==> src/rtl/uart_tx_scheduler_if.sv <==
// Bundle of request, UART TX handshake and status signals around uart_tx_scheduler.
// The scheduler connects through the slave modport; sources and the TX core sit on the master side.
interface uart_tx_scheduler_if #(
    parameter int NUM_REQ = 4
);
    logic [NUM_REQ-1:0]   req_pulse;
    logic [8*NUM_REQ-1:0] req_data;
    logic                 tx_busy;
    logic                 ovf_clr;
    logic                 tx_start;
    logic [7:0]           tx_data;
    logic [2:0]           grant_id;
    logic [NUM_REQ-1:0]   pending;
    logic [NUM_REQ-1:0]   overflow;
    logic                 timeout_err;

    modport master (
        output req_pulse, req_data, tx_busy, ovf_clr,
        input  tx_start, tx_data, grant_id, pending, overflow, timeout_err
    );

    modport slave (
        input  req_pulse, req_data, tx_busy, ovf_clr,
        output tx_start, tx_data, grant_id, pending, overflow, timeout_err
    );
endinterface

==> src/rtl/uart_tx_scheduler.sv <==
// Round-robin scheduler sharing one UART TX among NUM_REQ one-shot byte requesters.
// Optional macro SCHED_TERM_EN appends TERM_CHAR after every granted byte.
module uart_tx_scheduler #(
    parameter int         NUM_REQ      = 4,
    parameter int         BUSY_TIMEOUT = 16,
    parameter logic [7:0] TERM_CHAR    = 8'h0D
) (
    input  logic               clock,
    input  logic               n_reset,
    uart_tx_scheduler_if.slave sched
);
    localparam int               CNT_W    = $clog2(BUSY_TIMEOUT) + 1;
    localparam logic [CNT_W-1:0] CNT_LAST = CNT_W'(BUSY_TIMEOUT - 1);

`ifdef SCHED_TERM_EN
    typedef enum logic [2:0] {
        IDLE       = 3'd0,
        START      = 3'd1,
        WAIT_BUSY  = 3'd2,
        WAIT_DONE  = 3'd3,
        TERM_START = 3'd4,
        TERM_WAIT  = 3'd5
    } state_t;
    logic busy_seen_q, busy_seen_d;
`else
    typedef enum logic [2:0] {
        IDLE      = 3'd0,
        START     = 3'd1,
        WAIT_BUSY = 3'd2,
        WAIT_DONE = 3'd3
    } state_t;
    logic unused_term_s;
    assign unused_term_s = ^TERM_CHAR;
`endif

    state_t             state_q, state_d;
    logic [2:0]         rr_ptr_q, rr_ptr_d;
    logic [2:0]         grant_q, grant_d;
    logic [7:0]         tx_data_q, tx_data_d;
    logic               tx_start_q, tx_start_d;
    logic               timeout_q, timeout_d;
    logic [CNT_W-1:0]   cnt_q, cnt_d;
    logic [NUM_REQ-1:0] pending_q, pending_d;
    logic [NUM_REQ-1:0] ovf_q, ovf_d;
    logic [7:0]         hold_q [NUM_REQ];

    logic [2:0]         winner_s;
    logic               grant_s;
    logic [NUM_REQ-1:0] clr_s, ovf_set_s, take_s;
    logic [7:0]         win_byte_s;

    function automatic logic [2:0] rr_pick(input logic [NUM_REQ-1:0] pend, input logic [2:0] ptr);
        logic [7:0] pend8;
        logic [3:0] idx;
        logic       found;
        logic [2:0] pick;
        pend8 = 8'(pend);
        found = 1'b0;
        pick  = ptr;
        for (int k = 0; k < NUM_REQ; k++) begin
            idx   = {1'b0, ptr} + 4'(k);
            idx   = (idx >= 4'(NUM_REQ)) ? (idx - 4'(NUM_REQ)) : idx;
            pick  = (!found && pend8[idx[2:0]]) ? idx[2:0] : pick;
            found = found | pend8[idx[2:0]];
        end
        return pick;
    endfunction

    function automatic logic [2:0] rr_next(input logic [2:0] w);
        logic [3:0] n;
        n = {1'b0, w} + 4'd1;
        return (n >= 4'(NUM_REQ)) ? 3'd0 : n[2:0];
    endfunction

    assign winner_s = rr_pick(pending_q, rr_ptr_q);
    assign grant_s  = (state_q == IDLE) && (|pending_q);
    assign clr_s    = grant_s ? (NUM_REQ'(1) << winner_s) : {NUM_REQ{1'b0}};

    // A pulse on a flag being granted this cycle re-arms it rather than overflowing.
    assign ovf_set_s = sched.req_pulse & pending_q & ~clr_s;
    assign take_s    = sched.req_pulse & ~ovf_set_s;
    assign pending_d = take_s | (pending_q & ~clr_s);
    assign ovf_d     = ovf_set_s | (sched.ovf_clr ? {NUM_REQ{1'b0}} : ovf_q);

    // Select the winner's held byte.
    always_comb begin
        win_byte_s = 8'h00;
        for (int i = 0; i < NUM_REQ; i++) begin
            win_byte_s = win_byte_s | (hold_q[i] & {8{winner_s == 3'(i)}});
        end
    end

    // Next-state and registered-output decode; the counter counts cycles since tx_start.
    always_comb begin
        state_d    = state_q;
        rr_ptr_d   = rr_ptr_q;
        grant_d    = grant_q;
        tx_data_d  = tx_data_q;
        tx_start_d = 1'b0;
        timeout_d  = 1'b0;
        cnt_d      = {CNT_W{1'b0}};
`ifdef SCHED_TERM_EN
        busy_seen_d = busy_seen_q;
`endif
        case (state_q)
            IDLE: begin
                if (grant_s) begin
                    tx_data_d  = win_byte_s;
                    grant_d    = winner_s;
                    rr_ptr_d   = rr_next(winner_s);
                    tx_start_d = 1'b1;
                    state_d    = START;
                end else begin
                    state_d = IDLE;
                end
            end
            START: begin
                cnt_d   = cnt_q + CNT_W'(1);
                state_d = WAIT_BUSY;
            end
            WAIT_BUSY: begin
                if (sched.tx_busy) begin
                    state_d = WAIT_DONE;
                end else if (cnt_q == CNT_LAST) begin
                    timeout_d = 1'b1;
                    state_d   = IDLE;
                end else begin
                    cnt_d   = cnt_q + CNT_W'(1);
                    state_d = WAIT_BUSY;
                end
            end
            WAIT_DONE: begin
                if (!sched.tx_busy) begin
`ifdef SCHED_TERM_EN
                    tx_data_d  = TERM_CHAR;
                    tx_start_d = 1'b1;
                    state_d    = TERM_START;
`else
                    state_d = IDLE;
`endif
                end else begin
                    state_d = WAIT_DONE;
                end
            end
`ifdef SCHED_TERM_EN
            TERM_START: begin
                cnt_d       = cnt_q + CNT_W'(1);
                busy_seen_d = 1'b0;
                state_d     = TERM_WAIT;
            end
            TERM_WAIT: begin
                if (busy_seen_q) begin
                    if (!sched.tx_busy) begin
                        state_d = IDLE;
                    end else begin
                        state_d = TERM_WAIT;
                    end
                end else if (sched.tx_busy) begin
                    busy_seen_d = 1'b1;
                    state_d     = TERM_WAIT;
                end else if (cnt_q == CNT_LAST) begin
                    timeout_d = 1'b1;
                    state_d   = IDLE;
                end else begin
                    cnt_d   = cnt_q + CNT_W'(1);
                    state_d = TERM_WAIT;
                end
            end
`endif
            default: begin
                state_d = IDLE;
            end
        endcase
    end

    // Control and status registers.
    always_ff @(posedge clock or negedge n_reset) begin
        if (!n_reset) begin
            state_q    <= IDLE;
            rr_ptr_q   <= 3'd0;
            grant_q    <= 3'd0;
            tx_data_q  <= 8'h00;
            tx_start_q <= 1'b0;
            timeout_q  <= 1'b0;
            cnt_q      <= {CNT_W{1'b0}};
            pending_q  <= {NUM_REQ{1'b0}};
            ovf_q      <= {NUM_REQ{1'b0}};
`ifdef SCHED_TERM_EN
            busy_seen_q <= 1'b0;
`endif
        end else begin
            state_q    <= state_d;
            rr_ptr_q   <= rr_ptr_d;
            grant_q    <= grant_d;
            tx_data_q  <= tx_data_d;
            tx_start_q <= tx_start_d;
            timeout_q  <= timeout_d;
            cnt_q      <= cnt_d;
            pending_q  <= pending_d;
            ovf_q      <= ovf_d;
`ifdef SCHED_TERM_EN
            busy_seen_q <= busy_seen_d;
`endif
        end
    end

    for (genvar gi = 0; gi < NUM_REQ; gi++) begin : g_hold
        // Per-requester byte holding register, loaded only when the pulse is accepted.
        always_ff @(posedge clock or negedge n_reset) begin
            if (!n_reset) begin
                hold_q[gi] <= 8'h00;
            end else if (take_s[gi]) begin
                hold_q[gi] <= sched.req_data[8*gi +: 8];
            end else begin
                hold_q[gi] <= hold_q[gi];
            end
        end
    end

    assign sched.tx_start    = tx_start_q;
    assign sched.tx_data     = tx_data_q;
    assign sched.grant_id    = grant_q;
    assign sched.pending     = pending_q;
    assign sched.overflow    = ovf_q;
    assign sched.timeout_err = timeout_q;
endmodule

==> src/flat_wrapper.sv <==
// flat-port wrapper written by rule: the top's interface ports become plain ports
module uart_tx_scheduler_flat 
#(
    parameter int         NUM_REQ      = 4,
    parameter int         BUSY_TIMEOUT = 16,
    parameter logic [7:0] TERM_CHAR    = 8'h0D
)
  (clock, n_reset, sched_req_pulse, sched_req_data, sched_tx_busy, sched_ovf_clr, sched_tx_start, sched_tx_data, sched_grant_id, sched_pending, sched_overflow, sched_timeout_err);
  uart_tx_scheduler_if #(.NUM_REQ(NUM_REQ)) sched_i ();
  input  logic clock;
  input  logic n_reset;
  input wire logic [$bits(sched_i.req_pulse)-1:0] sched_req_pulse;
  input wire logic [$bits(sched_i.req_data)-1:0] sched_req_data;
  input wire logic [$bits(sched_i.tx_busy)-1:0] sched_tx_busy;
  input wire logic [$bits(sched_i.ovf_clr)-1:0] sched_ovf_clr;
  output wire logic [$bits(sched_i.tx_start)-1:0] sched_tx_start;
  output wire logic [$bits(sched_i.tx_data)-1:0] sched_tx_data;
  output wire logic [$bits(sched_i.grant_id)-1:0] sched_grant_id;
  output wire logic [$bits(sched_i.pending)-1:0] sched_pending;
  output wire logic [$bits(sched_i.overflow)-1:0] sched_overflow;
  output wire logic [$bits(sched_i.timeout_err)-1:0] sched_timeout_err;
  assign sched_i.req_pulse = sched_req_pulse;
  assign sched_i.req_data = sched_req_data;
  assign sched_i.tx_busy = sched_tx_busy;
  assign sched_i.ovf_clr = sched_ovf_clr;
  assign sched_tx_start = sched_i.tx_start;
  assign sched_tx_data = sched_i.tx_data;
  assign sched_grant_id = sched_i.grant_id;
  assign sched_pending = sched_i.pending;
  assign sched_overflow = sched_i.overflow;
  assign sched_timeout_err = sched_i.timeout_err;
  uart_tx_scheduler #(.NUM_REQ(NUM_REQ), .BUSY_TIMEOUT(BUSY_TIMEOUT), .TERM_CHAR(TERM_CHAR)) u_core (.clock(clock), .n_reset(n_reset), .sched(sched_i));
endmodule
==> config.mk <==
export PLATFORM = sky130hd
export DESIGN_NAME = uart_tx_scheduler_flat
export DESIGN_NICKNAME = d
export VERILOG_FILES = /design/src/rtl/uart_tx_scheduler_if.sv /design/src/rtl/uart_tx_scheduler.sv /design/src/flat_wrapper.sv
export SDC_FILE = /design/constraint.sdc
export NUM_CORES = 1
export LEC_CHECK = 0
export CAP_MARGIN = 30
export CORE_AREA = 4 4 83 85
export DETAILED_ROUTE_END_ITERATION = 6
export DIE_AREA = 0 0 87 89
export PLACE_DENSITY = 0.78
export SLEW_MARGIN = 25
export SYNTH_ARGS = -nofsm -noshare
export SYNTH_HDL_FRONTEND = slang
export SYNTH_SLANG_ARGS = --single-unit
==> constraint.sdc <==
create_clock -name clock -period 6.2 [get_ports clock]
set_input_delay 0.93 -clock clock [delete_from_list [all_inputs] [get_ports clock]]
set_output_delay 0.93 -clock clock [all_outputs]
set_load 0.03 [all_outputs]
After elaboration in Yosys (flattened, before gate mapping)
Index checks and enable logic that the tools add are counted.
{"block": "word_totals", "ff_bits": 64, "output_inout_bits": 21, "inputBits": 40, "word_cells": 99}
{"block": "classes", "n_shift": 1, "n_addsub": 9, "n_reduce_logical": 11, "muxes": 32, "magnitude_cmp": 9, "n_bitwise": 17, "n_eq_ne": 7}
{"operator": "bitwise AND 8 bit", "count": 4}
{"operator": "2-to-1 mux 3 bit", "count": 10}
{"operator": "bitwise OR 8 bit", "count": 3}
{"operator": "bitwise AND 4 bit", "count": 4}
{"operator": "greater-or-equal comparator 4 x 3 -> 1 bit (second input constant)", "count": 4}
{"operator": "less-than comparator 3 x 4 -> 1 bit (second input constant)", "count": 4}
{"operator": "binary-select mux 1 bit (select 3 bit)", "count": 4}
{"operator": "== test 3 x 2 -> 1 bit (second input constant)", "count": 4}
{"operator": "one-hot mux 3 bit (4 select lines)", "count": 1}
{"operator": "subtractor 3 bit (second input constant)", "count": 4}
{"operator": "2-to-1 mux 1 bit", "count": 10}
{"operator": "2-to-1 mux 5 bit", "count": 2}
{"operator": "one-hot mux 5 bit (2 select lines)", "count": 1}
{"operator": "adder 3 x 1 -> 4 bit (second input constant)", "count": 2}
{"operator": "adder 3 x 2 -> 4 bit (second input constant)", "count": 2}
{"operator": "2-to-1 mux 4 bit", "count": 2}
{"operator": "inverter 4 bit", "count": 2}
{"operator": "bitwise OR 4 bit", "count": 2}
{"operator": "== test 3 x 1 -> 1 bit (second input constant)", "count": 2}
{"operator": "logical NOT 3 bit", "count": 2}
{"operator": "adder 5 x 1 -> 5 bit (second input constant)", "count": 1}
{"operator": "== test 5 x 4 -> 1 bit (second input constant)", "count": 1}
{"operator": "logical AND 1 bit", "count": 4}
{"operator": "2-to-1 mux 2 bit", "count": 2}
{"operator": "other kinds (6)", "count": 9}

Logic depth before layout (Yosys ltp)
{"block": "logic_depth", "depth_word": 17, "depth_mapped": 18, "mapped_depth_nobuf": 12}

Least setup slack after synthesis
No wires, ideal clock.
{"block": "synth_timing", "path_type": "reg2reg", "start": "register u_core.rr_ptr_q[0]", "end": "register u_core.hold_q[0] (netlist bit)", "required_ns": 6.075, "stages_incl_launch_ff": 18, "synth_period_minus_slack_ns": 4.325, "path_buffers": 5, "path_slack_ns": 1.875, "t_arrival_ns": 4.200, "setup_time_ns": 0.125, "cell_sequence": "dfrtp_1 -> buf_2 -> buf_1 -> inv_1 -> ha_1 -> buf_6 -> mux4_2 -> a221o_1 -> o22ai_1 -> xnor2_1 -> inv_1 -> ha_1 -> ha_1 -> clkbuf_1 -> a21boi_0 -> nand2b_1 -> clkbuf_1 -> mux2_2"}
{"block": "synth_via", "elab_chain_cells": 16, "elab_cells_between_ends": 41, "classes_between": "add/sub: 7; order compare: 4; shift: 1; mux: 17; bitwise: 6; reduce/logical: 6"}
{"item": "start, declared", "line_no": "uart_tx_scheduler.sv:37", "source": "logic [2:0] rr_ptr_q, rr_ptr_d;"}
{"item": "start signal, assigned", "line_no": "uart_tx_scheduler.sv:193", "source": "rr_ptr_q <= rr_ptr_d;"}
{"item": "adder 3 x 1 -> 4 bit", "line_no": "uart_tx_scheduler.sv:61", "source": "idx = {1'b0, ptr} + 4'(k);"}
{"item": "greater-or-equal comparator 4 x 3 -> 1 bit / subtractor 3 bit (equally long branches)", "line_no": "uart_tx_scheduler.sv:62", "source": "idx = (idx >= 4'(NUM_REQ)) ? (idx - 4'(NUM_REQ)) : idx;"}
{"item": "2-to-1 mux 3 bit", "line_no": "uart_tx_scheduler.sv:62"}
{"item": "binary-select mux 1 bit (select 3 bit)", "line_no": "uart_tx_scheduler.sv:63, uart_tx_scheduler.sv:64"}
{"item": "2-to-1 mux 1 bit (not written as such)", "line_no": "uart_tx_scheduler.sv:63, uart_tx_scheduler.sv:64"}
{"item": "bitwise OR 1 bit", "line_no": "uart_tx_scheduler.sv:64", "source": "found = found | pend8[idx[2:0]];"}
{"item": "logical NOT 1 bit / bitwise OR 1 bit (equally long branches)", "line_no": "uart_tx_scheduler.sv:63, uart_tx_scheduler.sv:64"}
{"item": "logical AND 1 bit / logical NOT 1 bit (equally long branches)", "line_no": "uart_tx_scheduler.sv:63", "source": "pick = (!found && pend8[idx[2:0]]) ? idx[2:0] : pick;"}
{"item": "2-to-1 mux 3 bit / logical AND 1 bit (equally long branches)", "line_no": "uart_tx_scheduler.sv:63"}
{"item": "2-to-1 mux 3 bit (*)", "line_no": "uart_tx_scheduler.sv:63"}
{"item": "named net u_core.winner_s[0]", "line_no": "uart_tx_scheduler.sv:47", "source": "logic [2:0] winner_s;"}
{"item": "<< shifter 1 x 3 -> 4 bit (*)", "line_no": "uart_tx_scheduler.sv:77", "source": "assign clr_s = grant_s ? (NUM_REQ'(1) << winner_s) : {NUM_REQ{1'b0}};"}
{"item": "2-to-1 mux 4 bit (*)", "line_no": "uart_tx_scheduler.sv:77"}
{"item": "inverter 4 bit (*)", "line_no": "uart_tx_scheduler.sv:80", "source": "assign ovf_set_s = sched.req_pulse & pending_q & ~clr_s;"}
{"item": "bitwise AND 4 bit (*)", "line_no": "uart_tx_scheduler.sv:80"}
{"item": "inverter 4 bit (*)", "line_no": "uart_tx_scheduler.sv:81", "source": "assign take_s = sched.req_pulse & ~ovf_set_s;"}
{"item": "bitwise AND 4 bit (*)", "line_no": "uart_tx_scheduler.sv:81"}
{"item": "end signal, assigned by index", "line_no": "uart_tx_scheduler.sv:213", "source": "hold_q[gi] <= sched.req_data[8*gi +: 8];"}
{"item": "end signal, assigned by index", "line_no": "uart_tx_scheduler.sv:215", "source": "hold_q[gi] <= hold_q[gi];"}
{"item": "end, declared", "line_no": "uart_tx_scheduler.sv:45", "source": "logic [7:0] hold_q [NUM_REQ];"}
The timed path passes the listed nets; every way through them passes the cells marked *. The select of a mux whose other input is x is not followed.
A chain may end at the register's enable or synchronous reset.

Final worst setup path
{"block": "layout_timing", "start": "register u_core.rr_ptr_q[0]", "end": "register u_core.hold_q[6] (netlist bit)"}
Same word-level chain as after synthesis.

==> qor.yml <==
placed_design:
  post-dp-hpwl_um: 4980
  placed_area_mm2: 0.00377
  io_buffers: 60
  gp_congestion: 0.846
synth:
  synth_cells: 269
  synthFlopType: "dfrtp_1"
  synth.distinct_cells: 45
  synth_area_mm2: 0.00312
  yosysWarnings: 0
  synthDominantCellAreaShare_pct: 50.5
  synthTopCellsByArea: "dfrtp_1, mux2_2, ha_1"
  synth_edf_count: 0
  async_flop_share_pct: 100
  yosys_register_bits: 63
  yosysSeqAreaShare_pct: 50.5
  synth_nets: 323
  post_synth.cell_area_avg_um2: 11.6
  synth_largest_area_cell: "dfrtp_1"
timing:
  setup_tns_ps: 0
  rsz0062_at_grt: "no"
  fin_crit_sh_pct: 73.9
  clock.fmax_mhz: 218
  hold_viol: 0
  report.final.slew_viol_count: 0
  setup_violations: 0
  tightestPinTransition_ps: 853
  fin_crit_ps: 4580
  fin_skew_ps: 5.31
  max_slew_margin_pct: 43.1
setup_path:
  critPathMostFrequentCell: "ha_1"
  r2r_end: "u_core.hold_q[6]"
  ff2ff_path_depth: 12
  crit_required_ps: 6430
  r2r-start: "u_core.rr_ptr_q[0]"
  r2r_slack_ps: 1620
  worst-setup-path-type: "flip-flop to flip-flop"
  end_kind: "flip-flop"
  start_kind: "flip-flop"
  cp.arrival_ps: 4810
  crit_chain: "inv_1 -> ha_1 -> mux4_2 -> a221o_1 -> o22ai_1 -> xnor2_1 -> inv_1 -> ha_1 -> ha_1 -> a21boi_0 -> nand2b_1 -> mux2_2"
  worst-path-max-fanout: 16
  max_stage_delay_ps: 720
  cpMaxStageDelayCell: "dfrtp_1"
global_routing:
  grt_pass1_wl_um: 11400
  grt_antenna_before_repair: 0
  grt_start_max_net_pins: 64
  grt_pass1_vias: 2303
  grt.overflow.total: 0
  grt_usage_pct: 19.3
detailed_routing:
  wl_per_cell_um: 17.2
  via_per_inst: 5.73
  ant_nets: 0
  totalWireLength_um: 7050
  firstDrtPassIters: 6
  drt_iter0_drc: 251
  drc: 0
  vias: 2345
min_path:
  hp-start: "u_core.cnt_q[0]"
  min_to: "u_core.cnt_q[0]"
  holdPathStages: 1
  hold_path_class: "flip-flop to flip-flop"
floorplanning:
  die_area_mm2: 0.00774
  die_x_um: 87
  boundaryPins: 61
  start_util_pct: 50.4
  core_mm2: 0.00620
  dieHeight_um: 89
  row_count: 29
clock_network:
  postCtsResizedCells: 0
  cts_tree: "done"
  htreeDepth: 3
  cts.sinks: 63
  cts_buffer_depth: 2
  cts-root-buf: "clkbuf_8"
  clkTransAtPathRegs_ps: 70
  cts.hold.buffers_added: 0
  numCtsBuffers: 9
  post_cts_buffers: 0
  clk_latency_ps: 350
run_status:
  status: "complete, no violations"
power:
  ir_worst_vdd_mv: 0.341
  leakage_uw: 0.00170
  powerDensity_mw_per_mm2: 559
layout:
  fin_nets: 381
  drive_gt1_share_pct: 20.5
  area_delta_synth_final_pct: 26.2
  fin_area_mm2: 0.00394
  antenna_cells: 0
job:
  drv_cap: 0
-- layout make-up --
cell class	count	area, um^2
clock buffers	11	141
clock inverters	5	33.8
fillers	473	2260
inverters	14	52.6
multi-input cells	177	1430
flip-flops and latches	63	1580
well taps	77	96.3
repair buffers	62	611
-- cells by family after synthesis --
kind of cell             count (synthesis)  synth area share, %
AO/OA/AOI/OAI                           71                 16.5
XOR/XNOR                                 3                0.841
adder cells (fa/ha/maj)                 14                 5.61
buffers and inverters                   29                 4.08
flip-flops                              63                 50.5
multiplexers                            39                 14.7
AND/OR/NAND/NOR                         50                 7.77
-- layout by cell type (no fill, tap or decap), types with 2 or more instances in the layout --
| cell | instances |
|---|---|
| nand3_1 | 3 |
| o31ai_1 | 3 |
| inv_1 | 14 |
| clkinvlp_4 | 2 |
| ha_1 | 14 |
| mux4_2 | 2 |
| a222oi_1 | 8 |
| or2_2 | 5 |
| nor3b_1 | 2 |
| a22o_1 | 4 |
| clkdlybuf4s50_1 | 59 |
| nand2b_1 | 4 |
| o21ai_0 | 15 |
| a21boi_0 | 2 |
| o22ai_1 | 2 |
| a21oi_1 | 13 |
| nor2_1 | 12 |
| dfrtp_1 | 63 |
| mux2_2 | 36 |
| clkinv_2 | 2 |
| nand2_1 | 17 |
| a31oi_1 | 10 |
| buf_4 | 2 |
| clkbuf_8 | 10 |
| o21ai_2 | 3 |
| xnor2_1 | 2 |
-- worst max-delay path, delay by kind of cell, from the launching register on --
family,cells,cell delay [ps]
mux,2,960
fa+ha+maj,3,1010
simple gates,1,400
xor+xnor,1,220
flops,1,720
compound gates,3,850
buf+inv,2,310
-- worst max-delay path by stage --
| stage | startpoint | to | cells past startpoint |
|---|---|---|---|
| finish | u_core.rr_ptr_q[0] | u_core.hold_q[6] | 12 |
| global route | u_core.rr_ptr_q[0] | u_core.hold_q[6] | 12 |
| CTS | u_core.rr_ptr_q[0] | u_core.hold_q[6] | 12 |
| detailed placement | u_core.rr_ptr_q[0] | u_core.hold_q[2] | 12 |
| global placement | u_core.rr_ptr_q[0] | u_core.hold_q[2] | 12 |
| floorplan | u_core.rr_ptr_q[0] | u_core.hold_q[0] | 17 |
-- power breakdown --
part / switching, uW / internal (uW) / total, uW / leakage (uW)
registers: 138 / 593 / 731 / 0.000762
clock network: 165 / 155 / 320 / 0.0000853
logic: 628 / 524 / 1150 / 0.000855
total: 932 / 1270 / 2200 / 0.00170
-- Yosys cell counts, types with 2 or more instances --
master and n:
nor2_1 12, nand2b_1 4, a21oi_1 13, a31oi_1 10, inv_1 14, buf_6 2
dfrtp_1 63, mux4_2 2, buf_2 3, o31ai_1 3, or2_2 5, clkbuf_1 6
nor3b_1 2, nand2_1 17, a222oi_1 8, a21boi_0 2, nand3_1 3, a22o_1 4
ha_1 14, buf_1 4, mux2_2 36, o21ai_2 3, o21ai_0 15, o22ai_1 2
xnor2_1 2
-- stage by stage --
step           total power [uW]  hold WS [ps]  utilization, %  setup WS [ps]  std cells
3_5_place_dp               1880           464            60.7           1670        393
3_3_place_gp               1840           456            60.7           1900        393
6_report                   2200           470            63.5           1620        409
4_1_cts                    2200           473            63.5           1650        409
5_1_grt                    2360           490            63.5           1270        409
2_1_floorplan              1520           433               -           1870        269
-- layer usage --
| layer | global-route usage [%] | up-vias | wire length, um |
|---|---|---|---|
| met4 | 6.52 | 0 | 93 |
| li1 | - | 1098 | - |
| met2 | 29.7 | 57 | 3470 |
| met3 | 5.35 | 12 | 385 |
| met5 | 0 | - | 0 |
| met1 | 26.4 | 1178 | 3100 |
-- flip-flops by register name, indices dropped and copies added (netlist names) --
name                      cells
u_core.hold_q                32
u_core.sched.tx_start         1
u_core.state_q                2
u_core.sched.grant_id         3
u_core.sched.pending          4
u_core.cnt_q                  5
u_core.rr_ptr_q               3
u_core.sched.tx_data          8
u_core.sched.overflow         4
u_core.sched.timeout_err      1
Power figures use the tool's default switching activity.
